$ cat src/rtl/align_to_32.sv
// rtl/align_to_32.sv - zero/sign-extend a WIDTH-bit field to 32 bits, with a registered capture stage
module align_to_32 #(
    parameter int WIDTH    = 1,
    parameter int SIGN_EXT = 0
) (
    input  logic             clk,
    input  logic             rst,
    input  logic [WIDTH-1:0] in,
    input  logic             in_valid,
    input  logic             freeze,
    output logic [31:0]      out,
    output logic [31:0]      out_q,
    output logic             out_valid,
    output logic             changed
);

    if (WIDTH < 1 || WIDTH > 32) begin : g_bad_width
        $error("align_to_32: WIDTH must be within 1..32");
    end
    if (SIGN_EXT != 0 && SIGN_EXT != 1) begin : g_bad_sign_ext
        $error("align_to_32: SIGN_EXT must be 0 or 1");
    end

    logic [31:0] aligned;

    if (WIDTH == 32) begin : g_full
        assign aligned = in;
    end else begin : g_ext
        logic ext_bit;
        assign ext_bit = (SIGN_EXT != 0) ? in[WIDTH-1] : 1'b0;
        assign aligned = {{(32-WIDTH){ext_bit}}, in};
    end

    assign out = aligned;

    logic [31:0] data_q, data_d;
    logic        valid_q, valid_d;
    logic        changed_q, changed_d;

    // The first capture after reset always pulses, even if it matches the cleared register.
    always_comb begin
        data_d    = data_q;
        valid_d   = valid_q;
        changed_d = 1'b0;
        if (in_valid && !freeze) begin
            data_d    = aligned;
            valid_d   = 1'b1;
            changed_d = !valid_q || (aligned != data_q);
        end
    end

    always_ff @(posedge clk) begin
        if (rst) begin
            data_q    <= 32'h0000_0000;
            valid_q   <= 1'b0;
            changed_q <= 1'b0;
        end else begin
            data_q    <= data_d;
            valid_q   <= valid_d;
            changed_q <= changed_d;
        end
    end

    assign out_q     = data_q;
    assign out_valid = valid_q;
    assign changed   = changed_q;

endmodule

$ cat config.mk
export PLATFORM = sky130hd
export DESIGN_NAME = align_to_32
export DESIGN_NICKNAME = d
export VERILOG_FILES = /design/src/rtl/align_to_32.sv
export SDC_FILE = /design/constraint.sdc
export NUM_CORES = 1
export LEC_CHECK = 0
export CAP_MARGIN = 20
export CORE_ASPECT_RATIO = 0.75
export CORE_UTILIZATION = 29
export CTS_BUF_LIST = sky130_fd_sc_hd__clkbuf_8
export DETAILED_ROUTE_END_ITERATION = 10
export PLACE_DENSITY = 0.87
export SLEW_MARGIN = 20
export SYNTH_ARGS = -nofsm -noshare
export SYNTH_HDL_FRONTEND = slang
export SYNTH_SLANG_ARGS = --single-unit
$ cat constraint.sdc
create_clock -name clk -period 2.3 [get_ports clk]
set_clock_uncertainty 0.1 [all_clocks]
set_input_delay 0.575 -clock clk [delete_from_list [all_inputs] [get_ports clk]]
set_output_delay 0.575 -clock clk [all_outputs]
set_load 0.02 [all_outputs]
; ---- Word-level counts from Yosys, hierarchy flattened
; Cells that the tools add are included.
[op_classes]
n_addsub = 0
multipliers = 0
div_mod_pow = 0
magnitude_cmp = 0
n_eq_ne = 1
shifts = 0
mux = 0
bitwise = 1
reduce_logical = 5
[ops]
columns = op, n
row1 = logical NOT 1 bit, 2
row2 = OR reduction 2 bit, 1
row3 = logical AND 1 bit, 1
row4 = logical OR 1 bit, 1
row5 = inequality test 1 bit, 1
row6 = inverter 1 bit, 1
[totals]
ff_bits = 3
latch_bits = 0
ram_bits = 0
rom_bits = 0
out_inout_bits = 66
memories = 0

; ---- Logic depth before layout (Yosys ltp)
; Gate-level depths: netlist of run 1.
[logic_depth]
word_depth = 4
depth_mapped = 3

; ---- Worst setup path before layout of run 1
; Ideal clock, no wire load.
[synth_path]
path_type = in2out
startpoint = input in
endpoint = output out[0]
t_arrival_ns = 0.709
required_ns = 1.625
path_slack_ns = 0.916
path_stages = 1
path_cell_list = buf_4
[synth_lines]
columns = element, line
row1 = "start, declared", 8  ; input logic [WIDTH-1:0] in,
row2 = "end, declared", 11  ; output logic [31:0] out,
; No word-level cell between the ends.

; ---- Final worst setup path of run 1
[layout_path]
startpoint = input in
endpoint = output out[0]
; No word-level cell between the ends.

==> results of run 1 <==
-- power groups by stage --
stage,clock network [mW],registers (mW),logic [mW]
2_1_floorplan,0,0.0611,0.177
3_3_place_gp,0,0.0578,0.115
3_5_place_dp,0,0.0580,0.115
4_1_cts,0.154,0.0573,0.115
5_1_grt,0.160,0.0577,0.128
6_report,0.146,0.0573,0.116
-- cell usage after synthesis --
master	n	area share, %
a2111oi_2	1	2.5
a21oi_1	1	0.84
buf_4	63	80
conb_1	1	0.63
dfxtp_1	3	10
inv_1	1	0.63
nand2_1	1	0.63
nor2_1	2	1.3
nor2b_1	1	1.1
o21ai_0	1	0.84
xnor2_1	1	1.5
-- stage by stage --
step	cells	utilization, %	setup slack, ns	hold WS, ns
after floorplan	137	-	0.916	0.471
after global placement	105	25.4	-0.0185	0.388
after CTS	109	27.8	0.244	0.403
after detailed placement	105	25.4	-0.0250	0.403
after global routing	109	27.8	0.224	0.430
final	109	27.8	0.251	0.396
-- cells by family (layout without fill, tap and decap cells) --
group / count (synthesis) / count (layout) / share of synthesized area, %
simple gates: 4 / 4 / 2.96
buf+inv: 64 / 14 / 80.5
compound gates: 3 / 3 / 4.23
other cells: 1 / 62 / 0.634
flops: 3 / 3 / 10.1
xor+xnor: 1 / 1 / 1.48
-- state kept, by name, summed over array words and instances (netlist names) --
signal	flops
out_q	1
changed	1
out_valid	1
-- per-layer routing --
| metal | global-route usage [%] | routed length (um) | vias up |
|---|---|---|---|
| met1 | 2.34 | 136 | 117 |
| met2 | 6.71 | 285 | 30 |
| met4 | 3.85 | 4 | 0 |
| met3 | 4.44 | 100 | 2 |
| li1 | - | - | 129 |
| met5 | 0 | 0 | - |
-- cell type report --
| type | instances | area, sq um | area share (%) |
|---|---|---|---|
| Sequential cell | 3 | 60.1 | 11.9 |
| Timing Repair Buffer | 9 | 86.3 | 17.0 |
| Inverter | 1 | 3.75 | 0.741 |
| Clock buffer | 3 | 41.3 | 8.15 |
| Clock inverter | 1 | 3.75 | 0.741 |
| Multi-Input combinational cell | 70 | 284 | 56.0 |
| Tap cell | 22 | 27.5 | 5.43 |
-- placed cells by master, fill, tap and decap left out --
cell / Yosys / layout
a2111oi_2: 1 / 1
a21oi_1: 1 / 1
buf_4: 63 / 1
clkbuf_8: 0 / 3
clkdlybuf4s50_1: 0 / 7
conb_1: 1 / 62
dfxtp_1: 3 / 3
dlygate4sd2_1: 0 / 1
inv_1: 1 / 2
nand2_1: 1 / 1
nor2_1: 2 / 2
nor2b_1: 1 / 1
o21ai_0: 1 / 1
xnor2_1: 1 / 1
-- path summary, 6_finish.rpt --
kind / endpoint / slack, ns / cells after the start
min: changed / 0.40 / 1
max: out[0] / 0.25 / 2
min reg2reg: changed / 0.40 / 1
max reg2reg: changed / 1.28 / 2
-- timing repair --
action | in CTS | in global routing
resized for setup | 1 | 0
setup endpoints to repair | 1 | 0
endpoints found under the hold margin | 0 | 0
buffers inserted | 0 | 0
==> results.toml, run 1 <==
[grt]
overflow = 0
grt_max_degree = 4
grt_pass1_vias = 144
grt_pass1_wl_um = 524
grt.total_usage_pct = 4.04
antenna_found_initial = 0

[logic_synthesis]
synth_seq_cells = 3
avgSynthCellArea_sq_um = 7.79
ys.warnings.count = 0
synth.distinct_cells = 11
synth_cells = 76
synth_area_sq_um = 592
ys_seq_area_share_pct = 10.1

[clock_tree]
htreeDepth = 1
cts_tree = "yes"
cts_root_buf = "clkbuf_8"
clk_path_buf_depth = 2
clkTransAtPathRegs_ns = 0.03
cts_hold_buffers = 0
cts.sinks = 3
cts_made_buffers = 3
clk_latency_ns = 0.21

[power]
peakVddDrop_uv = 259
seqPwrFrac_pct = 17.9
p_sw_share_pct = 42.4
leakage_nw = 0.306
p_total_mw = 0.320
p_per_area_nw_per_um2 = 631
p_sw_mw = 0.136
power_frac_comb_pct = 36.4
intPower_mw = 0.184
clock_power_share_pct = 45.7

[route]
drt_pre_antenna_iters = 1
ant_nets = 0
num_vias = 278
wire_per_inst_um = 4.83
drc = 0
vias_per_cell = 2.55
drt_iter0_drc = 0
routed_wl_um = 527

[timing]
period_share_pct = 89.1
final_max_slew_viol_count = 0
setup_viol = 0
fin_crit_ns = 2.05
rsz0062_at_grt = "no"
final.setup.tns_ns = 0
fmax_mhz = 488
hold_viol_final = 0

[finish]
nFillCells = 187
area_growth_pct = -14.4
final_area_sq_um = 507
final_nets = 93
num_antenna_cells = 0
drive_gt1_share_pct = 5.75

[min_path]
min_from = "out_valid"
min_path_type = "reg -> reg"

[place]
portBuffers = 8
hpwl_um = 463
gp_congestion = 0.490
dpl_cell_area_sq_um = 463

[worst_setup_path]
slowest_delay_ns = 0.47
cp.buffers_inverters = 2
end_kind = "primary output"
worstSetupStartpointType = "input port"
cpMaxStageDelayCell = "clkdlybuf4s50_1"
arrival_ns = 1.37
timing.rr.start = "out_q[0]"
cpLargestDelayFamily = "buffers and inverters"
crit_fanout = 2
path_cells = "clkdlybuf4s50_1 > dlygate4sd2_1"
cp-startpoint = "in"
worstPathRequired_ns = 1.62
worstSetupPathType = "in -> out"

[run]
drv_cap = 0

[die]
core_sq_um = 1820
die_height_um = 41.1
pin_count = 71
die_w_um = 54.2
start_util_pct = 32.5
dieArea_sq_um = 2230
rows = 13

[status]
outcome = "completed"
(Power assumes the default switching activity.)
==> inputs of run 2 (changes only) <==
--- a/config.mk
+++ b/config.mk
@@ -7,10 +7,12 @@
 export LEC_CHECK = 0
 export CAP_MARGIN = 20
 export CORE_ASPECT_RATIO = 0.75
-export CORE_UTILIZATION = 29
+export CORE_MARGIN = 2
+export CORE_UTILIZATION = 27
 export CTS_BUF_LIST = sky130_fd_sc_hd__clkbuf_8
 export DETAILED_ROUTE_END_ITERATION = 10
-export PLACE_DENSITY = 0.87
+export PLACE_DENSITY = 0.82
+export RECOVER_POWER = 25
 export SLEW_MARGIN = 20
 export SYNTH_ARGS = -nofsm -noshare
 export SYNTH_HDL_FRONTEND = slang
==> constraint.sdc (replaced) <==
create_clock -name clk -period 2.15 [get_ports clk]
set_clock_uncertainty 0.1 [all_clocks]
set_input_delay 0.5375 -clock clk [delete_from_list [all_inputs] [get_ports clk]]
set_output_delay 0.5375 -clock clk [all_outputs]
set_load 0.02 [all_outputs]
==> run 2 against run 1 <==
  * Sequential share of layout area fell by 0.058 points
  * Cell count grew 1.8%
  * Routed wire length increased by 11%
  * Hold slack gained 0.0045 ns
  * Cell area rose by 0.49%
  * Sequential cell count did not move
  * Clock power grew 7%
  * Critical path type unchanged
  * Largest cell class unchanged
  * Largest power group unchanged
==> results.toml, run 2 (synthesis gave the netlist of run 1 again) <==
[route]
wl_met1_um = 141
drt_pre_antenna_iters = 2
wire_per_inst_um = 5.26
route.met2.wl_um = 334
num_vias = 278
top_layer_used = "met3"
vias_per_cell = 2.50
routed_wl_um = 584
drc = 0
drt_iter0_drc = 4
ant_nets = 0
wl_met3_um = 109

[die]
pin_count = 71
die_w_um = 58.1
start_util_pct = 29.1
die_height_um = 44.5
rows = 14
dieArea_sq_um = 2590
core_sq_um = 2030

[power]
leakage_nw = 0.306
p_per_area_nw_per_um2 = 672
peakVddDrop_uv = 420

[timing]
final_max_slew_viol_count = 0
hold_viol_final = 0
fin_crit_ns = 1.98
fmax_mhz = 505
rsz0062_at_grt = "no"
setup_viol = 0
period_share_pct = 92.2
worst_slack_ns = 0.168

[clock_tree]
cts_tree = "yes"
cts_root_buf = "clkbuf_8"
cts_made_buffers = 3
clkTransAtPathRegs_ns = 0.03
htreeDepth = 1
clk_latency_ns = 0.21
clk_path_buf_depth = 2
cts.sinks = 3

[place]
gp_congestion = 0.686
place_ws_ns = -0.0973
placed_cells = 107
portBuffers = 8
hpwl_um = 527

[grt]
grt.total_usage_pct = 3.14
grt_pass1_wl_um = 558
overflow = 0
antenna_found_initial = 0
grt_max_degree = 4
grt_pass1_vias = 140

[worst_setup_path]
worstSetupPathType = "in -> out"
cpMaxStageDelayCell = "clkdlybuf4s50_1"
cp.buffers_inverters = 2
cpLargestDelayFamily = "buffers and inverters"
crit_fanout = 2
slowest_delay_ns = 0.47
arrival_ns = 1.34
end_kind = "primary output"
path_cells = "clkdlybuf4s50_1 > dlygate4sd2_1"
worstPathRequired_ns = 1.51
worstSetupStartpointType = "input port"

[finish]
num_antenna_cells = 0
nFillCells = 230
area_growth_pct = -14.0
final_nets = 93
fin_cells = 111
final_common_cell = "conb_1"
layout_common_cells = "conb_1, clkdlybuf4s50_1, dfxtp_1, clkbuf_8"
multi_input_area_sq_um = 284
ff_latch_area_sq_um = 60.1
drive_gt1_share_pct = 5.75
final_util_pct = 25.1

[min_path]
min_path_type = "reg -> reg"

[status]
outcome = "completed"

[run]
drv_cap = 0
-- run 2: area by class of cell --
cell class	count	share of cell area [%]
repair buffers	9	17.0
well taps	24	5.90
inverters	1	0.737
multi-input cells	70	55.8
clock buffers	3	8.11
flip-flops and latches	3	11.8
clock inverters	1	0.737
-- run 2: worst paths after layout --
check             to  slack (ns)       from  cells past startpoint
max           out[0]        0.17         in                      2
min reg2reg  changed        0.40  out_valid                      1
min          changed        0.40  out_valid                      1
max reg2reg  changed        1.14   out_q[0]                      2
-- run 2: what timing repair did --
item	in CTS	in global routing
setup endpoints to repair	1	0
buffers inserted	0	0
hold buffers	0	0
gates resized for setup	1	0
-- run 2: layer usage --
layer | up-vias | global-route usage (%)
met5 | - | 0
met4 | 0 | 2.79
met3 | 0 | 2.92
met2 | 29 | 5.00
met1 | 120 | 2.25
li1 | 129 | -
-- run 2: where the power goes --
part	total (mW)	internal (mW)	switching (mW)
Clock	0.156	0.121	0.0347
Sequential	0.0612	0.0591	0.00216
Combinational	0.125	0.0163	0.108
-- run 2: metrics by stage --
step	TNS (ns)	hold slack (ns)	cell area [sq um]	total power [mW]
final	0	0.400	509	0.342
after global routing	0	0.430	509	0.363
after CTS	0	0.406	509	0.345
after detailed placement	-0.0973	0.403	465	0.185
after global placement	-0.0948	0.388	465	0.185
after floorplan	0	0.471	821	0.255
==> inputs of run 3 (changes only) <==
--- a/config.mk
+++ b/config.mk
@@ -10,6 +10,7 @@
 export CORE_MARGIN = 2
 export CORE_UTILIZATION = 27
 export CTS_BUF_LIST = sky130_fd_sc_hd__clkbuf_8
+export CTS_CLUSTER_DIAMETER = 200
 export DETAILED_ROUTE_END_ITERATION = 10
 export PLACE_DENSITY = 0.82
 export RECOVER_POWER = 25
==> results of run 3 <==
The final DEF is identical to that of run 2; final timing and power are the same.
